==> config.mk <==
export PLATFORM = sky130hd
export DESIGN_NAME = rect_draw_scheduler
export DESIGN_NICKNAME = d
export VERILOG_FILES = /design/src/rtl/rect_draw_scheduler.sv
export SDC_FILE = /design/constraint.sdc
export NUM_CORES = 1
export LEC_CHECK = 0
export BUFFER_PORTS_ARGS = -buffer_cell sky130_fd_sc_hd__clkbuf_2
export CAP_MARGIN = 0
export CORE_MARGIN = 2
export CORE_UTILIZATION = 51
export DETAILED_ROUTE_END_ITERATION = 12
export GPL_TIMING_DRIVEN = 0
export PLACE_DENSITY = 0.76
export SLEW_MARGIN = 30
export SYNTH_ARGS = -nofsm -noshare
export SYNTH_HDL_FRONTEND = slang
export SYNTH_SLANG_ARGS = --single-unit
==> constraint.sdc <==
create_clock -name clk -period 2.65 [get_ports clk]
set_input_delay 0.53 -clock clk [delete_from_list [all_inputs] [get_ports clk]]
set_output_delay 0.53 -clock clk [all_outputs]
set_load 0.02 [all_outputs]
==> src/rtl/rect_draw_scheduler.sv <==
// Two-requester rectangle command scheduler: round-robin intake into a small FIFO,
// then one draw at a time handed to the renderer through an IDLE/LOAD/DRAW/RELEASE FSM.
module rect_draw_scheduler #(
  parameter int FIFO_DEPTH   = 4,
  parameter int GUARD_CYCLES = 2
) (
  input  logic                                clk,
  input  logic                                resetn,
  input  logic                                req0_valid,
  output logic                                req0_ready,
  input  logic [40:0]                         req0_cmd,
  input  logic                                req1_valid,
  output logic                                req1_ready,
  input  logic [40:0]                         req1_cmd,
  output logic                                rr_enable,
  output logic [40:0]                         rr_cmd,
  input  logic                                rr_done,
  output logic                                cmp_valid,
  output logic                                cmp_src,
  output logic                                busy,
  output logic [$clog2(FIFO_DEPTH+1)-1:0]     level
);

  localparam int CMD_W = 41;
  localparam int PTR_W = $clog2(FIFO_DEPTH);
  localparam int LVL_W = $clog2(FIFO_DEPTH + 1);
  localparam logic [LVL_W-1:0] FULL_LVL   = LVL_W'(FIFO_DEPTH);
  localparam logic [3:0]       GUARD_LAST = 4'(GUARD_CYCLES - 1);

  typedef enum logic [1:0] {IDLE, LOAD, DRAW, RELEASE} state_t;

  state_t             state;
  logic [CMD_W:0]     mem [FIFO_DEPTH];
  logic [PTR_W-1:0]   wr_ptr;
  logic [PTR_W-1:0]   rd_ptr;
  logic               last_grant;
  logic               held_tag;
  logic [3:0]         guard_cnt;

  logic               grant;
  logic               not_full;
  logic               acc0;
  logic               acc1;
  logic               accept;
  logic [CMD_W-1:0]   acc_cmd;
  logic               has_area;
  logic               push;
  logic               pop;

  // When both requesters contend, the one not served last wins.
  always_comb begin
    grant = ~last_grant;
    if (req0_valid && !req1_valid)
      grant = 1'b0;
    else if (req1_valid && !req0_valid)
      grant = 1'b1;
  end

  assign not_full   = (level < FULL_LVL);
  assign req0_ready = resetn && not_full && !grant;
  assign req1_ready = resetn && not_full && grant;
  assign acc0       = req0_valid && req0_ready;
  assign acc1       = req1_valid && req1_ready;
  assign accept     = acc0 || acc1;
  assign acc_cmd    = acc1 ? req1_cmd : req0_cmd;
  // Zero-width or zero-height rectangles are handshaken and dropped.
  assign has_area   = (|acc_cmd[23:15]) && (|acc_cmd[14:7]);
  assign push       = accept && has_area;
  assign pop        = (state == IDLE) && (level != '0);
  assign busy       = (level != '0) || (state != IDLE);

  always_ff @(posedge clk) begin
    if (push)
      mem[wr_ptr] <= {acc1, acc_cmd};
  end

  always_ff @(posedge clk) begin
    if (!resetn) begin
      state      <= IDLE;
      wr_ptr     <= '0;
      rd_ptr     <= '0;
      level      <= '0;
      last_grant <= 1'b1;
      guard_cnt  <= '0;
      held_tag   <= 1'b0;
      rr_enable  <= 1'b0;
      rr_cmd     <= '0;
      cmp_valid  <= 1'b0;
      cmp_src    <= 1'b0;
    end else begin
      if (accept)
        last_grant <= acc1;
      if (push)
        wr_ptr <= wr_ptr + PTR_W'(1);
      if (pop)
        rd_ptr <= rd_ptr + PTR_W'(1);
      if (push && !pop)
        level <= level + LVL_W'(1);
      else if (pop && !push)
        level <= level - LVL_W'(1);

      cmp_valid <= 1'b0;
      case (state)
        IDLE: begin
          if (pop) begin
            {held_tag, rr_cmd} <= mem[rd_ptr];
            state              <= LOAD;
          end
        end
        LOAD: begin
          rr_enable <= 1'b1;
          guard_cnt <= '0;
          state     <= DRAW;
        end
        DRAW: begin
          // rr_done may still be stale from the previous draw until the guard expires.
          if (guard_cnt < GUARD_LAST) begin
            guard_cnt <= guard_cnt + 4'd1;
          end else if (rr_done) begin
            rr_enable <= 1'b0;
            cmp_valid <= 1'b1;
            cmp_src   <= held_tag;
            state     <= RELEASE;
          end
        end
        RELEASE: state <= IDLE;
        default: state <= IDLE;
      endcase
    end
  end

endmodule

After elaboration in Yosys (flattened, before gate mapping):

Memories as Yosys holds them, arrays and structs flattened. A register that Yosys moved wholly into a read port is not among the register bits.
Cells that the tools add are included.

* bits in registers: 17
* bits in writable memories: 168
* bits of input ports: 87
* logic and storage cells: 78
* memories: 1

Memory list
* mem: depth 4, bits a word 42, rd ports 1, clocked after Yosys merged registers in 1, wr ports 1, line 33 `logic [CMD_W:0] mem [FIFO_DEPTH];`

* add/sub/neg operators: 5
* magnitude comparators: 2
* equality and inequality tests: 7
* multiplexer cells: 17
* bitwise operators: 4
* reduce and logical (&&, ||, !) cells: 33

Operators with widths (count)
* 2-to-1 mux 41 bit: 1
* logical AND 1 bit: 12
* AND reduction 3 bit: 3
* OR reduction 9 bit: 1
* != test 2 bit, second input constant: 4
* one-hot mux 2 bit (4 select lines): 1
* one-hot mux 4 bit (2 select lines): 1
* OR reduction 8 bit: 1
* 2-to-1 mux 1 bit: 7
* zero test 1 bit: 6
* 2-to-1 mux 2 bit: 3
* 2-to-1 mux 3 bit: 2
* nonzero test 2 bit: 3
* adder 2 x 1 -> 2 bit, second input constant: 2
* adder 4 x 1 -> 4 bit, second input constant: 1
* == test 2 bit, second input constant: 2
* < comparator 4 x 1 -> 1 bit, second input constant: 1
* 2-to-1 mux 4 bit: 1
* inverter 1 bit: 4
* AND reduction 2 bit: 2
* adder 3 x 1 -> 3 bit, second input constant: 1
* < comparator 3 bit, second input constant: 1
* nonzero test 3 bit: 1
* OR reduction 3 bit: 1
* 5 further kinds: 6

Depth between registers and ports, before layout:

Gate-level depths: netlist (run 1).

* word-level depth: 14
* mapped depth: 12

Least setup slack after synthesis (run 1):

No wires, ideal clock.

* path type: reg2reg
* start point: reg level[2]
* end point: mem mem[1][0] in the netlist's numbering (enable)
* arrival time: 2.380 ns
* data required time: 2.247 ns
* path slack: -0.134 ns
* stages on the path, launching flop included: 8
* buffers on the path: 1
* clock period less this slack: 2.784 ns
* cells stage by stage: dfxtp_1 -> and3b_1 -> nand2_2 -> inv_2 -> a21oi_1 -> o221a_1 -> buf_6 -> and2_1

* longest elaborated chain between the ends: 10

RTL lines
* start, declared: line 21 `output logic [$clog2(FIFO_DEPTH+1)-1:0] level`
* start signal, assigned: line 98 `level <= level + LVL_W'(1);`
* start signal, assigned: line 100 `level <= level - LVL_W'(1);`
* < comparator 3 bit *: line 59 `assign not_full = (level < FULL_LVL);`
* logical AND 1 bit *: line 60, 61
* logical AND 1 bit: line 61 `assign req1_ready = resetn && not_full && grant;`
* logical AND 1 bit: line 63 `assign acc1 = req1_valid && req1_ready;`
* 2-to-1 mux 41 bit: line 65 `assign acc_cmd = acc1 ? req1_cmd : req0_cmd;`
* OR reduction 9 bit / OR reduction 8 bit (equally long branches): line 67 `assign has_area = (|acc_cmd[23:15]) && (|acc_cmd[14:7]);`
* logical AND 1 bit: line 67
* logical AND 1 bit *: line 68 `assign push = accept && has_area;`
* named net push: line 47 `logic push;`
* 2-to-1 mux 1 bit *: line 73 `if (push)`
* 2-to-1 mux 1 bit (implied by the code) *: line 74 `mem[wr_ptr] <= {acc1, acc_cmd};`
* end, declared: line 33

The timed path passes the listed nets; every way through them passes the cells marked *.

Worst setup path in the final report (run 1):

* start point: reg level[2]
* end point: reg level[2]

* longest elaborated chain between the ends: 11

RTL lines
* < comparator 3 bit *: line 59
* logical AND 1 bit * (2 in series): line 61
* logical AND 1 bit *: line 63
* 2-to-1 mux 41 bit *: line 65
* named net acc_cmd[17]: line 45 `logic [CMD_W-1:0] acc_cmd;`
* OR reduction 9 bit *: line 67
* logical AND 1 bit *: line 67
* logical AND 1 bit *: line 68
* named net push: line 47
* zero test 1 bit: line 99 `else if (pop && !push)`
* logical AND 1 bit: line 99
* nonzero test 2 bit (no source line)

The timed path passes the listed nets; every way through them passes the cells marked *. The select of a mux whose other input is x is not followed.
A chain may end at the register's enable or synchronous reset.

==> impl_metrics.py, run 1 <==
metrics = {
    "critical_path": {
        "end_kind": "flip-flop",
        "worst_r2r_path_depth": 11,
        "critPathRequiredTime_ns": 3.07,
        "worst_setup_path_start_kind": "flip-flop",
        "crit_type": "flip-flop to flip-flop",
        "timing.rr.end": "level[2]$_SDFFE_PN0P_",
        "cp_max_fo": 6,
        "reg2reg_from": "level[2]$_SDFFE_PN0P_",
        "rrSetupSlack_ns": 0.09,
        "crit_arrival_ns": 2.98,
    },
    "yosys": {
        "ys_warn_count": 0,
        "netlist_instances": 649,
        "synth-edff-count": 168,
        "synthArstFlopShare_pct": 0,
        "ys_seq_area_share_pct": 68.5,
        "avgSynthCellArea_sq_um": 14.0,
        "syn_nets": 747,
        "netlist_area_sq_um": 9080,
        "ys.flop_type": "edfxtp_1",
        "synth-seq-cells": 227,
        "yosysUniqueCellTypes": 38,
    },
    "clock_network": {
        "ctsHoldBuffers": 0,
        "clkTransAtPathRegs_ns": 0.06,
        "insertion_delay_ns": 0.50,
        "numClockSinks": 227,
        "clock_path_buffers": 3,
        "cts_made_buffers": 23,
        "htree_levels": 1,
        "root_buffer": "clkbuf_16",
        "tritoncts": "yes",
    },
    "drt": {
        "first_iter_violations": 455,
        "drt-vias-per-instance": 5.33,
        "wl_mm": 19.7,
        "drt_pass1_iterations": 5,
        "drc": 0,
        "post_drt_wl_per_cell_um": 18.6,
        "ant_nets": 0,
        "num_vias": 5642,
    },
    "sta": {
        "layout_setup_ws_ns": 0.0861,
        "slew_viol_final": 0,
        "hold_viol": 0,
        "fin_crit_sh_pct": 96.7,
        "min_period_ns": 2.56,
        "worst_pin_slew_ns": 0.766,
        "slew_headroom_pct": 48.5,
        "fin_skew_ns": 0.0138,
        "fmax_ghz": 0.390,
        "fin_hold_ws_ns": 0.361,
        "finalSetupViolCount": 0,
    },
    "floorplan": {
        "start_util_pct": 52.3,
        "core_sq_um": 17400,
        "die_w_um": 137,
        "top_level_ports": 137,
        "die_area_sq_um": 18900,
        "rows": 48,
        "fp.dieH_um": 137,
    },
    "run_status": {
        "status": "finished, final reports clean",
    },
    "pwr": {
        "comb_power_share_pct": 31.9,
        "powerDensity_nw_per_um2": 1070,
        "p_leak_nw": 4.16,
        "p_int_mw": 7.81,
        "vdd_drop_max_uv": 597,
        "switchingPower_mw": 3.80,
        "power.share.clock_pct": 26.1,
        "pwr-share-seq_pct": 42.0,
        "p_sw_share_pct": 32.7,
    },
    "cells_and_area": {
        "drive_gt1_share_pct": 28.9,
        "antenna_cells": 0,
        "nets": 915,
        "syn2layout_area_growth_pct": 19.6,
    },
    "worst_hold_path": {
        "min_path_cells": 3,
        "hold_class": "input pin to flip-flop",
        "worstHoldEndpoint": "last_grant$_SDFFE_PN1P_",
        "holdCritStartpoint": "req1_valid",
    },
    "global_route": {
        "grt_antenna_before_repair": 0,
        "grt_pass1_vias": 5636,
        "grt_pass1_wl_mm": 30.1,
        "grt_max_degree": 43,
        "grt_overflow": 0,
        "grt.total_usage_pct": 21.5,
    },
    "placed_design": {
        "port_buffers": 136,
        "hpwl_mm": 12.7,
        "gp_congestion": 0.789,
        "dp_worst_setup_slack_ns": -0.556,
    },
    "flow_run": {
        "cap_violations": 0,
    },
}
==> synth_stat cells, types with 2 or more instances <==
library cell | count | share of area [%]
inv_1 | 12 | 0.50
o21ai_0 | 3 | 0.17
dfxtp_1 | 59 | 13
and2_1 | 9 | 0.62
buf_4 | 4 | 0.33
nor2b_1 | 5 | 0.34
buf_2 | 4 | 0.22
and3_1 | 2 | 0.14
mux4_2 | 42 | 10
nand3_1 | 3 | 0.17
nand2_1 | 213 | 8.8
inv_2 | 2 | 0.083
a21boi_1 | 44 | 3.6
o221a_1 | 2 | 0.25
nor4_1 | 8 | 0.55
buf_1 | 6 | 0.25
a21oi_1 | 5 | 0.28
mux2i_1 | 5 | 0.55
ha_1 | 10 | 1.4
o21ai_1 | 3 | 0.17
clkbuf_1 | 19 | 0.79
xnor2_1 | 3 | 0.29
nor2_1 | 4 | 0.17
edfxtp_1 | 168 | 56
==> worst max-delay path by stage <==
stage / start / endpoint / slack [ns] / cells after the start
CTS: level[2]$_SDFFE_PN0P_ / level[2]$_SDFFE_PN0P_ / 0.02 / 11
detailed placement: resetn / level[2]$_SDFFE_PN0P_ / -0.56 / 13
finish: level[2]$_SDFFE_PN0P_ / level[2]$_SDFFE_PN0P_ / 0.09 / 11
global route: level[2]$_SDFFE_PN0P_ / level[2]$_SDFFE_PN0P_ / -0.0002 / 12
global placement: resetn / mem[0][32]$_DFFE_PP_ / -0.66 / 8
floorplan: level[2]$_SDFFE_PN0P_ / level[2]$_SDFFE_PN0P_ / 0.07 / 12
==> per-layer routing <==
metal  part of all wire [%]  GRT usage (%)  routed length, um  up-vias
li1                       -              -                  -     2674
met1                     41           27.8               8070     2737
met2                     49           36.9               9670      195
met3                    6.6           4.12               1300       36
met4                    3.1           6.99                617        0
met5                      0              0                  0        -
==> placed cells by master, fill, tap and decap left out, drive strengths merged, types with 2 or more instances in the layout <==
cell type / count
and2: 9
mux2i: 5
clkinv: 6
a21boi: 44
o21ai: 6
nor2: 4
buf: 23
dfxtp: 59
a21oi: 5
nand2: 214
nor2b: 5
bufinv: 2
o221a: 2
inv: 14
nand3: 3
nor4: 8
edfxtp: 168
xnor2: 3
mux4: 42
and3: 2
ha: 10
clkbuf: 188
==> final cells by class <==
| type | instances | area [sq um] |
|---|---|---|
| plain buffers | 32 | 146 |
| clock inverters | 8 | 67.6 |
| fillers | 1295 | 6490 |
| multi-input cells | 374 | 2680 |
| clock buffers | 34 | 637 |
| well taps | 225 | 282 |
| flip-flops and latches | 227 | 6230 |
| repair buffers | 145 | 748 |
| inverters | 14 | 73.8 |
==> state kept, by name, indices dropped and copies added, names as in the netlist <==
register	count
held_tag	1
level	3
last_grant	1
mem	168
cmp_src	1
rr_enable	1
cmp_valid	1
guard_cnt	4
rr_cmd	41
rd_ptr	2
state	2
wr_ptr	2
==> power by group through the flow <==
| stage | clock (mW) | combinational [mW] | sequential, mW |
|---|---|---|---|
| 2_1_floorplan | 0 | 2.19 | 5.18 |
| 4_1_cts | 3.06 | 3.71 | 4.88 |
| 3_3_place_gp | 0 | 3.50 | 4.93 |
| 3_5_place_dp | 0 | 3.61 | 4.95 |
| 5_1_grt | 3.20 | 4.06 | 4.93 |
| 6_report | 3.03 | 3.70 | 4.88 |
==> kinds of logic (layout without fill, tap and decap cells) <==
kind of cell             count (synthesis)  count (layout)  synth area share, %
AO/OA/AOI/OAI                           60              60                 4.77
multiplexers                            48              48                 11.1
adder cells (fa/ha/maj)                 11              11                 1.60
AND/OR/NAND/NOR                        251             251                 11.3
flip-flops                             227             227                 68.5
XOR/XNOR                                 4               4                0.386
buffers and inverters                   48             233                 2.29
==> worst max-delay path, stage by stage, from the launching register on <==
cell and delay (ns):
dfxtp_4 0.37, and3b_2 0.28, nand2_4 0.10, mux2_4 0.22, o221a_1 0.22, buf_6 0.12
ha_2 0.18, inv_1 0.06, fa_2 0.33, xor2_1 0.17, or3_1 0.31, a21boi_1 0.13
==> repair_timing <==
action | 4_1_cts | 5_1_grt
buffers inserted | 6 | 3
resized for setup | 10 | 3
pin swaps | 2 | 4
gates cloned | 0 | 0
endpoints found under the setup margin | 128 | 1
==> metrics by stage <==
stage / area [sq um] / total power [mW] / utilization [%] / setup TNS [ns] / cells
2_1_floorplan: 9090 / 7.37 / - / 0 / 649
3_3_place_gp: 10100 / 8.43 / 57.9 / -108.37 / 1010
3_5_place_dp: 10100 / 8.56 / 57.9 / -44.95 / 1010
4_1_cts: 10800 / 11.7 / 62.4 / 0 / 1057
5_1_grt: 10900 / 12.2 / 62.6 / -0.000221 / 1059
6_report: 10900 / 11.6 / 62.6 / 0 / 1059
Note: power is estimated with default switching activity, not from simulation.
==> run 2, diff against run 1 <==
- BUFFER_PORTS_ARGS: -buffer_cell sky130_fd_sc_hd__clkbuf_2 -> -buffer_cell sky130_fd_sc_hd__buf_2
- CELL_PAD_IN_SITES_DETAIL_PLACEMENT: not set -> 0
- CELL_PAD_IN_SITES_GLOBAL_PLACEMENT: not set -> 1
- CORE_UTILIZATION: 51 -> 42
- PLACE_DENSITY: 0.76 -> not set
- PLACE_DENSITY_LB_ADDON: not set -> 0.1
==> run 2 against run 1 <==
  * Critical endpoint unchanged
  * Critical path depth rose by 1
  * Via count shrank 0.28%
  * First-iteration DRC count is 39% lower
  * Global-route usage shrank 2.7 points
  * Sequential share of layout area is 1.4 points lower
  * Combinational power rose by 1%
  * Sequential power fell by 0.8%
  * Cell count increased by 4.8%
  * Worst setup slack got worse by 0.0092 ns
==> impl_metrics.py, run 2 (synthesis results as in run 1) <==
metrics = {
    "placed_design": {
        "port_buffers": 136,
        "dp_cells": 1060,
        "place_area_sq_um": 10100,
        "hpwl_mm": 13.4,
        "gp_congestion": 0.770,
    },
    "global_route": {
        "grt_antenna_before_repair": 0,
        "grt.total_usage_pct": 18.8,
        "grt_max_degree": 43,
        "grt_pass1_wl_mm": 31.8,
        "grt_overflow": 0,
        "grt_pass1_vias": 5697,
    },
    "drt": {
        "wl_met1_mm": 8.78,
        "post_drt_wl_per_cell_um": 19.0,
        "first_iter_violations": 277,
        "drt_pass1_iterations": 5,
        "wl_met2_mm": 10.7,
        "num_vias": 5626,
        "drc": 0,
        "ant_nets": 0,
        "drt-vias-per-instance": 5.07,
        "routed.top_layer": "met4",
        "wl_mm": 21.0,
        "dr_wl_met3_mm": 1.13,
    },
    "critical_path": {
        "end_kind": "flip-flop",
        "cp_slowest_cell": "dfxtp_4",
        "crit_arrival_ns": 3.00,
        "worst_path_dominant_cell_family": "simple AND/OR/NAND/NOR gates",
        "worstPathCellList": "and3b_2 -> nand2_4 -> inv_8 -> a21oi_2 -> o221a_1 -> buf_6 -> ha_4 -> inv_2 -> fa_2 -> xor2_2 -> or3_1 -> a21boi_1",
        "worst_r2r_path_depth": 12,
        "cp_max_fo": 4,
        "cp_num_buf_inv": 3,
        "slowest_delay_ns": 0.36,
        "critical_path_depth": 12,
        "crit_type": "flip-flop to flip-flop",
        "worst_setup_path_start_kind": "flip-flop",
        "critPathRequiredTime_ns": 3.08,
    },
    "sta": {
        "hold_viol": 0,
        "fin_skew_ns": 0.0163,
        "finalSetupViolCount": 0,
        "worst_pin_slew_ns": 0.828,
        "fin_crit_sh_pct": 97.1,
        "rsz0062_at_grt": "no",
        "slew_headroom_pct": 44.8,
        "min_period_ns": 2.57,
        "slew_viol_final": 0,
        "fmax_ghz": 0.389,
    },
    "floorplan": {
        "rows": 53,
        "start_util_pct": 42.9,
        "core_sq_um": 21200,
        "die_area_sq_um": 22800,
        "fp.dieH_um": 151,
        "top_level_ports": 137,
        "die_w_um": 151,
    },
    "clock_network": {
        "ctsHoldBuffers": 0,
        "insertion_delay_ns": 0.52,
        "tritoncts": "yes",
        "clkTransAtPathRegs_ns": 0.06,
        "clock_path_buffers": 3,
        "htree_levels": 1,
        "root_buffer": "clkbuf_16",
        "cts_made_buffers": 24,
        "numClockSinks": 227,
    },
    "cells_and_area": {
        "finalNonFillerCells": 1110,
        "drive_gt1_share_pct": 30.2,
        "final_common_cell": "nand2_1",
        "antenna_cells": 0,
        "syn2layout_area_growth_pct": 22.5,
        "reg_top3": "mem x168, rr_cmd x41, guard_cnt x4",
        "postLayoutCoreUtil_pct": 52.6,
        "largest_reg_flops": 168,
        "postLayoutCellArea_sq_um": 11100,
        "largest-register": "mem",
        "final_cell_mix": "213 x nand2_1, 168 x edfxtp_1, 139 x buf_2",
        "nets": 915,
    },
    "pwr": {
        "power.share.clock_pct": 30.2,
        "p_int_mw": 8.39,
        "switchingPower_mw": 3.90,
        "comb_power_share_pct": 30.4,
        "vdd_drop_max_uv": 642,
        "p_leak_nw": 4.27,
        "pwr-share-seq_pct": 39.4,
        "powerDensity_nw_per_um2": 1100,
        "p_sw_share_pct": 31.7,
    },
    "worst_hold_path": {
        "hold_class": "input pin to flip-flop",
        "min_path_cells": 3,
    },
    "flow_run": {
        "cap_violations": 0,
    },
    "run_status": {
        "status": "finished, final reports clean",
    },
}
[run 2: worst register-to-register path: stages, from the launching register on]
cell,delay (ns)
dfxtp_4,0.36
and3b_2,0.24
nand2_4,0.14
inv_8,0.05
a21oi_2,0.14
o221a_1,0.26
buf_6,0.13
ha_4,0.13
inv_2,0.04
fa_2,0.36
xor2_2,0.16
or3_1,0.36
a21boi_1,0.13
[run 2: routing by layer]
layer	track usage, %	vias up
met5	0	-
met4	4.86	0
met3	2.95	31
met2	32.9	152
met1	24.6	2776
li1	-	2667
[run 2: timing repair]
item / 4_1_cts / 5_1_grt
resized for setup: 13 / 4
pin swaps: 2 / 7
endpoints found under the hold margin: 0 / 0
buffers inserted: 7 / 1
endpoints found under the setup margin: 170 / 2
[run 2: path summary, 6_finish.rpt]
| kind | start | to | slack [ns] |
|---|---|---|---|
| worst min register to register | rr_cmd[17]$_SDFFE_PN0P_ | rr_cmd[17]$_SDFFE_PN0P_ | 0.45 |
| worst max register to register | level[2]$_SDFFE_PN0P_ | level[2]$_SDFFE_PN0P_ | 0.08 |
| worst min-delay path | req1_cmd[2] | mem[2][2]$_DFFE_PP_ | 0.35 |
| worst max-delay path | level[2]$_SDFFE_PN0P_ | level[2]$_SDFFE_PN0P_ | 0.08 |
[run 2: cell type report]
type	count	area, sq um
fillers	1791	10000
flip-flops and latches	227	6230
multi-input cells	374	2700
repair buffers	144	741
clock buffers	32	734
well taps	275	344
clock inverters	12	160
plain buffers	32	146
inverters	14	73.8
[run 2: power groups by stage]
stage	Combinational [mW]	Sequential [mW]	Clock (mW)
2_1_floorplan	2.19	5.18	0
3_3_place_gp	3.60	4.90	0
3_5_place_dp	3.67	4.93	0
4_1_cts	3.77	4.85	3.77
5_1_grt	4.14	4.91	3.89
6_report	3.74	4.84	3.71
[run 2: metrics by stage]
| stage | setup slack, ns | hold WS [ns] | power (mW) | setup TNS [ns] |
|---|---|---|---|---|
| floorplan | 0.0688 | 0.435 | 7.37 | 0 |
| global placement | -0.636 | 0.440 | 8.50 | -106.10 |
| detailed placement | -0.543 | 0.444 | 8.60 | -40.93 |
| CTS | 0.00709 | 0.331 | 12.4 | 0 |
| global route | 0.0118 | 0.368 | 12.9 | 0 |
| finish | 0.0769 | 0.351 | 12.3 | 0 |
==> run 3, diff against run 2 <==
- ABC_AREA: not set -> 1
- CORE_UTILIZATION: 42 -> 40
- SKIP_LAST_GASP: not set -> 1
==> run 3 against run 2 <==
  * Cell count grew 24%
  * Flip-flop and latch count is the same
  * Clock skew shrank 0.0035 ns
  * Register-to-register slack gained 0.09 ns
  * Die area grew 6.6%
  * Clock power shrank 11%
==> impl_metrics.py, run 3 <==
metrics = {
    "cells_and_area": {
        "nets": 1175,
        "postLayoutCellArea_sq_um": 11400,
        "antenna_cells": 0,
        "largest_reg_flops": 168,
        "finalNonFillerCells": 1380,
        "syn2layout_area_growth_pct": 23.9,
        "drive_gt1_share_pct": 20.5,
        "reg_top3": "mem x168, rr_cmd x41, guard_cnt x4",
        "num-fill-cells": 2075,
        "final_cell_mix": "185 x nor2_1, 168 x edfxtp_1, 139 x buf_2",
        "largest-register": "mem",
        "final_common_cell": "nor2_1",
    },
    "critical_path": {
        "crit_arrival_ns": 2.88,
        "worst_r2r_path_depth": 14,
        "cp_max_fo": 8,
        "worstSetupEndpoint": "level[1]$_SDFFE_PN0P_",
        "worst_setup_path_start_kind": "flip-flop",
        "rrSetupSlack_ns": 0.16,
        "reg2reg_from": "last_grant$_SDFFE_PN1P_",
        "critPathLaunch": "last_grant$_SDFFE_PN1P_",
        "end_kind": "flip-flop",
        "critPathRequiredTime_ns": 3.05,
        "timing.rr.end": "level[1]$_SDFFE_PN0P_",
        "crit_type": "flip-flop to flip-flop",
    },
    "drt": {
        "post_drt_wl_per_cell_um": 17.3,
        "num_vias": 6771,
        "wl_mm": 23.9,
        "drt_pass1_iterations": 5,
        "first_iter_violations": 481,
        "drt-vias-per-instance": 4.91,
        "ant_nets": 0,
        "drc": 0,
    },
    "pwr": {
        "powerDensity_nw_per_um2": 953,
        "p_leak_nw": 4.64,
        "p_sw_share_pct": 34.0,
        "vdd_drop_max_uv": 346,
        "switchingPower_mw": 3.71,
        "power.share.clock_pct": 30.1,
        "pwr-share-seq_pct": 41.4,
        "comb_power_share_pct": 28.5,
        "p_int_mw": 7.19,
    },
    "yosys": {
        "synthArstFlopShare_pct": 0,
        "yosys-top-cells-count": "190 x nor2_1, 168 x edfxtp_1, 140 x nand2_1, 135 x o21ai_0, 60 x inv_1",
        "netlist_area_sq_um": 9240,
        "synth.top_cell.area_share_pct": 54.6,
        "synth.largest_area_cell": "edfxtp_1",
        "synth_most_common_cell": "nor2_1",
        "yosysUniqueCellTypes": 31,
        "ys_seq_area_share_pct": 67.4,
        "synth_top_family_by_area": "simple AND/OR/NAND/NOR gates",
        "netlist_instances": 896,
        "avgSynthCellArea_sq_um": 10.3,
        "ys.flop_type": "edfxtp_1",
        "synth_xor_area_share_pct": 0.190,
        "synth-seq-cells": 227,
        "synthMuxAreaShare_pct": 0,
        "ys_warn_count": 0,
        "syn_nets": 994,
        "synthAdderAreaFrac_pct": 1.57,
        "synthTopCellsByArea": "edfxtp_1 55%, dfxtp_1 13%, nor2_1 7.7%, o21ai_0 7.3%, nand2_1 5.7%",
        "synth-edff-count": 168,
        "synthSimpleGateAreaFrac_pct": 14.9,
        "synth_compound_area_share_pct": 10.9,
    },
    "sta": {
        "setup-tns-final_ns": 0,
        "slew_headroom_pct": 43.5,
        "rsz0062_at_grt": "yes",
        "fin_crit_sh_pct": 93.8,
        "layout_setup_ws_ns": 0.163,
        "hold_viol": 0,
        "fmax_ghz": 0.402,
        "fin_hold_ws_ns": 0.310,
        "fin_skew_ns": 0.0127,
        "slew_viol_final": 0,
        "worst_pin_slew_ns": 0.848,
        "min_period_ns": 2.49,
        "finalSetupViolCount": 0,
    },
    "floorplan": {
        "start_util_pct": 40.8,
        "die_w_um": 156,
        "fp.dieH_um": 156,
        "rows": 55,
        "core_sq_um": 22600,
        "top_level_ports": 137,
        "die_area_sq_um": 24300,
    },
    "clock_network": {
        "clkTransAtPathRegs_ns": 0.06,
        "cts_made_buffers": 24,
        "insertion_delay_ns": 0.52,
        "ctsHoldBuffers": 0,
        "htree_levels": 1,
        "numClockSinks": 227,
        "root_buffer": "clkbuf_16",
        "clock_path_buffers": 3,
        "tritoncts": "yes",
    },
    "global_route": {
        "grt_overflow": 0,
        "grt.total_usage_pct": 19.5,
        "grt_max_degree": 18,
        "grt_pass1_wl_mm": 35.9,
        "grt_pass1_vias": 6335,
        "grt_antenna_before_repair": 0,
    },
    "placed_design": {
        "hpwl_mm": 15.6,
        "place_area_sq_um": 10500,
        "port_buffers": 136,
        "dp_cells": 1325,
        "dp_worst_setup_slack_ns": -0.801,
        "gp_congestion": 0.756,
    },
    "worst_hold_path": {
        "hold_class": "input pin to flip-flop",
    },
    "run_status": {
        "status": "finished, final reports clean",
    },
    "flow_run": {
        "cap_violations": 0,
    },
}
run 3: cell type report:
type / count / area, sq um / share of cell area, %
Buffer: 51 / 236 / 2.07
Multi-Input combinational cell: 553 / 2640 / 23.1
Tap cell: 285 / 357 / 3.12
Clock inverter: 8 / 88.8 / 0.776
Sequential cell: 227 / 6230 / 54.4
Clock buffer: 36 / 677 / 5.91
Inverter: 65 / 244 / 2.13
Timing Repair Buffer: 155 / 973 / 8.50
run 3: repair_timing:
| action | CTS | global route |
|---|---|---|
| pin swaps | 4 | 6 |
| setup endpoints to repair | 170 | 2 |
| resized for setup | 8 | 16 |
| gates cloned | 0 | 2 |
| buffers inserted | 6 | 3 |
run 3: worst min-delay path by stage:
stage,start,to,slack (ns),cells past startpoint
after detailed placement,guard_cnt[3]$_SDFFE_PN0P_,guard_cnt[3]$_SDFFE_PN0P_,0.44,2
after global routing,resetn,level[0]$_SDFFE_PN0P_,0.32,3
after floorplan,held_tag$_SDFFE_PN0P_,cmp_src$_SDFFE_PN0P_,0.41,2
final,resetn,level[2]$_SDFFE_PN0P_,0.31,3
after CTS,resetn,level[2]$_SDFFE_PN0P_,0.30,3
after global placement,guard_cnt[3]$_SDFFE_PN0P_,guard_cnt[3]$_SDFFE_PN0P_,0.44,2
run 3: worst max-delay path, cell delays in order (launching register included):
cell and delay [ns]:
dfxtp_2 0.36, nand2_4 0.08, nand2_4 0.10, nor2_8 0.07, o21ai_0 0.38, nand2_1 0.09
nor2_1 0.13, nand2_2 0.10, nand2_2 0.09, nor2_4 0.05, ha_1 0.18, inv_1 0.10
fa_2 0.43, o21ai_0 0.16, a21oi_1 0.05
run 3: stage by stage:
step                      power [mW]  utilization (%)
final                           10.9             50.6
after global routing            11.5             50.6
after CTS                       11.0             50.1
after detailed placement        7.68             46.4
after global placement          7.61             45.5
after floorplan                 6.47                -
run 3: routing by layer:
layer  vias up  share of wire (%)  track usage [%]
li1       3395                  -                -
met1      3140                 47             27.7
met2       202                 46             31.6
met3        34                6.0             3.06
met4         0                1.6             4.94
met5         -                  0                0
run 3: power groups by stage:
| stage | Clock [mW] | Sequential (mW) | Combinational (mW) |
|---|---|---|---|
| after floorplan | 0 | 4.81 | 1.66 |
| after global placement | 0 | 4.58 | 3.03 |
| after detailed placement | 0 | 4.58 | 3.10 |
| after CTS | 3.32 | 4.51 | 3.13 |
| after global routing | 3.44 | 4.55 | 3.48 |
| final | 3.29 | 4.51 | 3.11 |
run 3: kinds of logic (layout without fill, tap and decap cells):
logic type | Yosys count | in the layout
compound gates | 190 | 190
xor+xnor | 2 | 2
fa+ha+maj | 11 | 11
buf+inv | 116 | 315
flops | 227 | 227
simple gates | 350 | 350
